## src/rtl/matrix_lc_pkg.sv

```systemverilog
// Shared types and constants for the playfield matrix with in-place line clear.
package matrix_lc_pkg;

  typedef enum logic [1:0] {
    IDLE = 2'd0,
    SCAN = 2'd1,
    FILL = 2'd2,
    DONE = 2'd3
  } matrix_lc_state_e;

  // Colour code of an empty cell; wide enough for any practical cell depth.
  localparam logic [7:0] cell_empty = 8'd0;

endpackage

```

## src/rtl/matrix_row_full.sv

```systemverilog
// Combinational full-row detector: a row is full when no cell holds the empty code.
module matrix_row_full
  import matrix_lc_pkg::*;
#(
  parameter int width_p = 10,
  parameter int depth_p = 2
) (
  input  logic [width_p*depth_p-1:0] row,
  output logic                       full
);

  // Any empty cell disqualifies the row.
  always_comb begin
    full = 1'b1;
    for (int i = 0; i < width_p; i++) begin
      if (row[i*depth_p +: depth_p] == cell_empty[depth_p-1:0]) begin
        full = 1'b0;
      end else begin
        full = full;
      end
    end
  end

endmodule

```

## src/rtl/matrix_lc.sv

```systemverilog
// Playfield matrix register with row writes and a one-row-per-cycle line-clear pass
// that collapses surviving rows toward the bottom and zero-fills the top.
module matrix_lc
  import matrix_lc_pkg::*;
#(
  parameter int width_p  = 10,
  parameter int height_p = 20,
  parameter int depth_p  = 2
) (
  input  logic                                  clk_i,
  input  logic                                  reset_i,
  input  logic [$clog2(height_p)-1:0]           set_row_addr_i,
  input  logic [width_p*depth_p-1:0]            set_row_data_i,
  input  logic                                  set_v_i,
  output logic                                  set_ready_o,
  input  logic                                  clear_start_i,
  output logic                                  busy_o,
  output logic                                  done_o,
  output logic [$clog2(height_p+1)-1:0]         lines_cleared_o,
  output logic [height_p*width_p*depth_p-1:0]   matrix_o
);

  localparam int row_w = width_p * depth_p;
  localparam int ptr_w = $clog2(height_p);
  localparam int cnt_w = $clog2(height_p + 1);
  localparam logic [ptr_w-1:0] last_row = ptr_w'(height_p - 1);

  logic [height_p-1:0][row_w-1:0] mat;
  matrix_lc_state_e state, state_next;
  logic [ptr_w-1:0] rd_ptr, rd_next;
  logic [ptr_w-1:0] wr_ptr, wr_next;
  logic [cnt_w-1:0] count, count_next;
  logic [cnt_w-1:0] lines_cleared;
  logic             row_we;
  logic [ptr_w-1:0] row_addr;
  logic [row_w-1:0] row_data;
  logic             rd_full;

  matrix_row_full #(
    .width_p(width_p),
    .depth_p(depth_p)
  ) u_row_full (
    .row  (mat[rd_ptr]),
    .full (rd_full)
  );

  // Next-state, pointer and single row-write port selection.
  always_comb begin
    state_next = state;
    rd_next    = rd_ptr;
    wr_next    = wr_ptr;
    count_next = count;
    row_we     = 1'b0;
    row_addr   = wr_ptr;
    row_data   = mat[rd_ptr];
    case (state)
      IDLE: begin
        if (set_v_i && (32'(set_row_addr_i) < height_p)) begin
          row_we   = 1'b1;
          row_addr = set_row_addr_i;
          row_data = set_row_data_i;
        end else begin
          row_we = 1'b0;
        end
        if (clear_start_i) begin
          rd_next    = last_row;
          wr_next    = last_row;
          count_next = '0;
          state_next = SCAN;
        end else begin
          state_next = IDLE;
        end
      end
      SCAN: begin
        // Full rows are skipped; survivors are copied down to wr_ptr.
        if (rd_full) begin
          count_next = count + cnt_w'(1);
        end else begin
          row_we   = 1'b1;
          row_addr = wr_ptr;
          row_data = mat[rd_ptr];
          wr_next  = (wr_ptr != '0) ? wr_ptr - ptr_w'(1) : wr_ptr;
        end
        if (rd_ptr == '0) begin
          state_next = (count_next != '0) ? FILL : DONE;
        end else begin
          rd_next = rd_ptr - ptr_w'(1);
        end
      end
      FILL: begin
        row_we   = 1'b1;
        row_addr = wr_ptr;
        row_data = '0;
        if (wr_ptr == '0) begin
          state_next = DONE;
        end else begin
          wr_next = wr_ptr - ptr_w'(1);
        end
      end
      DONE: begin
        state_next = IDLE;
      end
      default: begin
        state_next = IDLE;
      end
    endcase
  end

  // State, pointers, counters and matrix storage.
  always_ff @(posedge clk_i) begin
    if (reset_i) begin
      state         <= IDLE;
      rd_ptr        <= '0;
      wr_ptr        <= '0;
      count         <= '0;
      lines_cleared <= '0;
      mat           <= '0;
    end else begin
      state  <= state_next;
      rd_ptr <= rd_next;
      wr_ptr <= wr_next;
      count  <= count_next;
      if (row_we) begin
        mat[row_addr] <= row_data;
      end
      if (state == DONE) begin
        lines_cleared <= count;
      end
    end
  end

  assign set_ready_o     = (state == IDLE);
  assign busy_o          = (state == SCAN) || (state == FILL);
  assign done_o          = (state == DONE);
  assign lines_cleared_o = lines_cleared;
  assign matrix_o        = mat;

endmodule

```

## config.mk

```make
export PLATFORM = sky130hd
export DESIGN_NAME = matrix_lc
export DESIGN_NICKNAME = d
export VERILOG_FILES = /design/src/rtl/matrix_lc_pkg.sv /design/src/rtl/matrix_row_full.sv /design/src/rtl/matrix_lc.sv
export SDC_FILE = /design/constraint.sdc
export NUM_CORES = 1
export LEC_CHECK = 0
export ABC_AREA = 1
export CORE_UTILIZATION = 27
export DETAILED_ROUTE_END_ITERATION = 10
export GPL_TIMING_DRIVEN = 0
export PLACE_DENSITY = 0.46
export SYNTH_ARGS = -nofsm -noshare
export SYNTH_HDL_FRONTEND = slang
export SYNTH_SLANG_ARGS = --single-unit
export TNS_END_PERCENT = 100
```

## constraint.sdc

```tcl
create_clock -name clk_i -period 3.53 [get_ports clk_i]
set_input_delay 0.8825 -clock clk_i [delete_from_list [all_inputs] [get_ports clk_i]]
set_output_delay 0.8825 -clock clk_i [all_outputs]
set_load 0.01 [all_outputs]
```

### Yosys cells after proc, flatten, opt, wreduce, memory -nomap -nowiden

Index checks and enable logic that the tools add are counted.

| storage, ports and cells | value |
|---|---|
| flip-flop bits (word level) | 422 |
| latch bits | 0 |
| memory bits (writable) | 0 |
| bits in read-only memories | 0 |
| input bits | 29 |
| output and inout port bits | 408 |
| logic and storage cells | 104 |
| memories kept | 0 |

| operators by class | value |
|---|---|
| add/sub/neg operators | 3 |
| multipliers | 0 |
| div/mod/pow operators | 0 |
| magnitude comparators | 4 |
| equal/unequal tests | 10 |
| shift-type cells | 0 |
| muxes and demuxes | 38 |
| bitwise operators | 0 |
| reduce and logical (&&, ||, !) cells | 24 |

Operators by type and width:

| kind | count |
|---|---|
| $bwmux 400 | 1 |
| $bmux 20 s5 | 1 |
| $demux 20 s5 | 1 |
| $mux 20 | 3 |
| $mux 5 | 10 |
| $pmux 20 s2 | 1 |
| $logic_not 2->1 | 11 |
| $pmux 5 s2 | 2 |
| $pmux 5 s3 | 1 |
| $mux 1 | 14 |
| $lt 5x6->1 const B | 2 |
| $ne 2x2->1 const B | 6 |
| $logic_not 5->1 | 2 |
| $reduce_bool 5->1 | 2 |
| $sub 5x1->5 const B | 2 |
| $pmux 2 s4 | 1 |
| $add 5x1->5 const B | 1 |
| $ge 5x1->1 const B | 1 |
| $lt 5x5->1 const B | 1 |
| $reduce_and 5->1 | 1 |
| $eq 2x2->1 const B | 2 |
| $mux 2 | 2 |
| $reduce_and 2->1 | 2 |
| $pmux 1 s3 | 1 |
| other kinds (7) | 8 |

### Depth between registers and ports, before layout

| depth | value |
|---|---|
| word-level depth | 19 |
| depth in mapped cells | 23 |
| depth with buffers taken out | 20 |

### Cells and area by module

Synthesis repeated with hierarchy kept, for this count alone.

| second synthesis, totals | value |
|---|---|
| cells, all modules | 3449 |
| area, all modules | 21882.2 µm² |

Modules (own cells, without submodules):

| module | times used | cells an instance | area each (µm²) | sequential area each (µm²) |
|---|---|---|---|---|
| matrix_lc | 1 | 3431 | 21813.4 | 8448.1 |
| matrix_row_full | 1 | 18 | 68.8 | 0.0 |

### Worst setup path after synthesis

OpenSTA, ideal clock, no wires.

| timing | value |
|---|---|
| path type | input-to-reg |
| start point | in set_row_addr_i[3] |
| end point | reg mat, in the netlist matrix_o[10] |
| setup time | 70 ps |
| arrival time | 2634 ps |
| required time | 3460 ps |
| path slack | 826 ps |
| stages | 10 |
| path buffers | 1 |
| path through | o21ai_0 nand3_1 o21ai_0 inv_1 nor2_1 nand2_1 nor2_1 buf_1 nand3_1 a21oi_1 |

| on the way | value |
|---|---|
| word-level cells in the longest chain between the ends | 9 |
| elaborated cells between the ends (all ways) | 14 |
| those cells by class | order compare (3); mux (9); reduce/logical (2) |

RTL lines:

| what | RTL line | text |
|---|---|---|
| start: declaration | matrix_lc.sv:12 | `input logic [$clog2(height_p)-1:0] set_row_addr_i,` |
| $lt 5x5->1 | matrix_lc.sv:58 | `if (set_v_i && (32'(set_row_addr_i) < height_p)) begin` |
| $logic_and 1x1->1 | matrix_lc.sv:58 |  |
| $mux 5 | matrix_lc.sv:58 |  |
| $mux 5 | - |  |
| $lt 5x6->1 (not written as such) / $ge 5x1->1 (equally long branches) | matrix_lc.sv:124 | `mat[row_addr] <= row_data;` |
| $logic_and 1x1->1 (not written as such) | matrix_lc.sv:124 |  |
| $mux 20 (not written as such) | matrix_lc.sv:124 |  |
| $demux 20 s5 | matrix_lc.sv:124 |  |
| $bwmux 400 | matrix_lc.sv:124 |  |
| end signal: indexed assignment | matrix_lc.sv:124 |  |
| end: declaration | matrix_lc.sv:28 | `logic [height_p-1:0][row_w-1:0] mat;` |

Several ways; a longest one is shown, not always the timed one.
A chain may end at the register's enable or synchronous reset.

### Worst setup path after layout

| timing | value |
|---|---|
| start point | in set_row_addr_i[2] |
| end point | reg mat, in the netlist matrix_o[394] |

Same word-level chain as after synthesis.

==> results.json <==
{
  "status": "finished, final reports clean",
  "grt_pass1_vias": 23500,
  "fmax_mhz": 284,
  "clkPwrFrac_pct": 21.9,
  "critical-path-max-stage-delay_ns": 0.91,
  "hold_end": "matrix_o[216]",
  "cts_root_buf": "clkbuf_16",
  "track_usage_pct": 30.9,
  "final_antenna_net_count": 0,
  "setup-tns-final_ns": 0,
  "worst_slew_pin_slew_ns": 1.33,
  "hold_start": "matrix_o[216]",
  "power_density_nw_per_um2": 833,
  "multi_input_area_um2": 10900,
  "rsz0062_at_grt": "yes",
  "cp.arrival_ns": 4.04,
  "synth_mux_area_share_pct": 0.0475,
  "power.internal_uw": 11900,
  "synth_compound_area_share_pct": 15.5,
  "seqPwrFrac_pct": 21.5,
  "antenna_found_initial": 2,
  "period_share_pct": 99.6,
  "core_um2": 77300,
  "critical-path-top-delay-family": "buffers and inverters",
  "drc": 0,
  "fin_skew_ns": 0.0302,
  "clk_pin_slew_worst_paths_ns": 0.06,
  "reg2reg_from": "rd_ptr[0]",
  "switching_share_pct": 51.7,
  "drt_iter0_drc": 2973,
  "cts_tree": "yes",
  "finalNetCount": 3805,
  "grt_max_degree": 20,
  "htree_levels": 2,
  "combPwrFrac_pct": 56.5,
  "synthToLayoutAreaGrowth_pct": 40.7,
  "io_pins": 437,
  "crit_path_start_kind": "input port",
  "cp-end-kind": "flop",
  "fillerInstances": 8531,
  "synth_area_um2": 21100,
  "wire_per_inst_um": 26.2,
  "hold_class": "flop to flop",
  "firstDrtPassIters": 6,
  "rows": 102,
  "cp_common_cell": "o21ai_0",
  "peakVddDrop_mv": 0.446,
  "yosys_register_bits": 422,
  "avgViaCountPerCell": 5.23,
  "final_hold_viol_count": 0,
  "crit_required_ns": 4.05,
  "yosys_warnings": 0,
  "critical_path.slowest_cell": "clkbuf_1",
  "r2r_end": "matrix_o[3]",
  "worst-path-buf-inv": 4,
  "mostFrequentLayoutCell": "nand2_1",
  "clock_sinks": 422,
  "synth-xor-area-share_pct": 0.249,
  "switchingPower_uw": 12800,
  "initial_core_util_pct": 27.3,
  "cts_buffer_depth": 3,
  "fin_crit_ns": 3.52,
  "drv_slew": 0,
  "clk_latency_ns": 0.62,
  "setup_viol": 0,
  "syn_inst": 3266,
  "synth-simple-area-share_pct": 33.0,
  "total_power_uw": 24700,
  "synth_top_family_by_area": "simple AND/OR/NAND/NOR gates",
  "path_cells": "clkdlybuf4s50_1, o21ai_0, nand2_1, clkbuf_1, o21ai_0, o21ai_0, nand2_1, inv_1, clkbuf_1, nand3_1, a21oi_1",
  "finalNonFillerCells": 4844,
  "dp.cells": 4741,
  "place_hpwl_mm": 95.7,
  "cp_max_fo": 10,
  "grt_first_pass_wirelength_mm": 174,
  "postRouteWirelength_mm": 127,
  "cts_made_buffers": 52,
  "dp_slack_ns": -0.817,
  "worstRegToRegCells": 23,
  "vias": 25300,
  "drive_above_1_share_pct": 10.0,
  "grt_overflow": 0,
  "yosysSeqAreaShare_pct": 40.0,
  "postSynthNetCount": 3304,
  "maxCapViolations": 0,
  "relSlewSlack_pct": 11.5,
  "avgSynthCellArea_um2": 6.46,
  "fin_ws_ns": 0.0128,
  "total_leakage_power_uw": 0.0105,
  "regArea_um2": 8450,
  "synth_cell_types": 31,
  "dieArea_um2": 79200,
  "die_y_um": 282,
  "reg2reg_slack_ns": 0.07,
  "synth_fa_ha_area_share_pct": 0.534,
  "place_congestion": 0.979,
  "final_cell_mix": "nand2_1 (837), nand3_1 (478), clkdlybuf4s50_1 (435)",
  "io_buffer_count": 435,
  "die_w_um": 282,
  "cts_hold_buffers": 0,
  "critPathKind": "input port to flop",
  "post-route-util_pct": 38.4,
  "min_path_cells": 2
}
-- cell usage after synthesis --
cell type	n	share of area (%)
mux2i_1	1	0.047
a21oi_1	448	11
ha_1	9	0.53
inv_1	208	3.7
nand2_2	1	0.030
nor3b_1	1	0.036
o21ai_0	124	2.9
a211oi_1	2	0.071
nor3_1	3	0.071
o22ai_1	4	0.12
nand2_4	1	0.053
buf_4	30	1.1
nand2_1	851	15
nor2_1	303	5.4
o21ai_1	55	1.3
a311oi_1	2	0.083
xor2_1	6	0.25
dfxtp_1	422	40
nor2_4	2	0.11
a31oi_4	1	0.10
nand3b_1	2	0.071
nand3_1	509	12
nor2_2	1	0.030
buf_2	93	2.2
nand4_1	1	0.030
o211ai_1	6	0.21
inv_4	1	0.030
clkbuf_1	149	2.7
buf_6	12	0.64
buf_1	16	0.28
inv_2	2	0.036
-- sequential cells by signal, summed over array words and instances (netlist names) --
signal           cells
wr_ptr               5
count                5
rd_ptr               5
lines_cleared_o      5
matrix_o           400
state                2
-- metrics by stage --
step,hold slack [ns],area (um^2)
4_1_cts,0.479,28900
3_5_place_dp,0.470,26700
3_3_place_gp,0.469,26700
6_report,0.475,29700
2_1_floorplan,0.469,21100
5_1_grt,0.498,29700
-- power by group through the flow --
stage	Sequential [uW]	Clock (uW)	Combinational [uW]
6_report	5320	5420	14000
5_1_grt	5340	5630	14400
4_1_cts	5300	5430	12600
3_5_place_dp	5400	0	12100
3_3_place_gp	5400	0	12100
2_1_floorplan	5360	0	6330
-- what timing repair did --
| item | 4_1_cts | 5_1_grt |
|---|---|---|
| pin swaps | 3 | 29 |
| endpoints found under the setup margin | 404 | 400 |
| gates resized for setup | 122 | 225 |
| buffers inserted | 4 | 4 |
| gates cloned | 1 | 4 |
-- cell families (layout without fill, tap and decap cells) --
logic type	after synthesis	in the layout
xor gates and xnor gates	6	6
adders and majority gates	9	9
other	0	1
buffers and inverters	511	1048
and+or+nand+nor	1675	1675
AOI/OAI and AO/OA	642	642
muxes	1	1
DFF	422	422
-- tightest hold or removal path, delay by kind of cell, from the launching register on --
kind,cells,cell delay [ns]
AO/OA/AOI/OAI,1,0.05
flip-flops,1,0.32
AND/OR/NAND/NOR,1,0.06
-- area by class of cell --
class,instances,area share [%]
plain buffers,299,6.77
clock inverters,11,0.325
clock buffers,79,5.31
inverters,211,2.70
flip-flops and latches,422,28.5
well taps,1040,4.39
diodes,1,0.00843
repair buffers,448,15.4
multi-input cells,2333,36.7
-- metal layers --
| layer | vias up | GRT usage (%) | wire (um) |
|---|---|---|---|
| li1 | 11600 | - | - |
| met1 | 12100 | 41.2 | 52300 |
| met2 | 1388 | 48.9 | 56700 |
| met3 | 245 | 5.10 | 12000 |
| met4 | 0 | 13.1 | 6050 |
| met5 | - | 0 | 0 |
-- how the worst max path moves through the flow --
stage	from	end	cells past startpoint
floorplan	set_row_addr_i[3]	matrix_o[10]	10
global placement	rd_ptr[1]	matrix_o[359]	19
detailed placement	rd_ptr[1]	matrix_o[300]	20
CTS	rd_ptr[0]	matrix_o[62]	22
global route	set_row_addr_i[2]	matrix_o[245]	9
finish	set_row_addr_i[2]	matrix_o[394]	11
(Power assumes the default switching activity.)
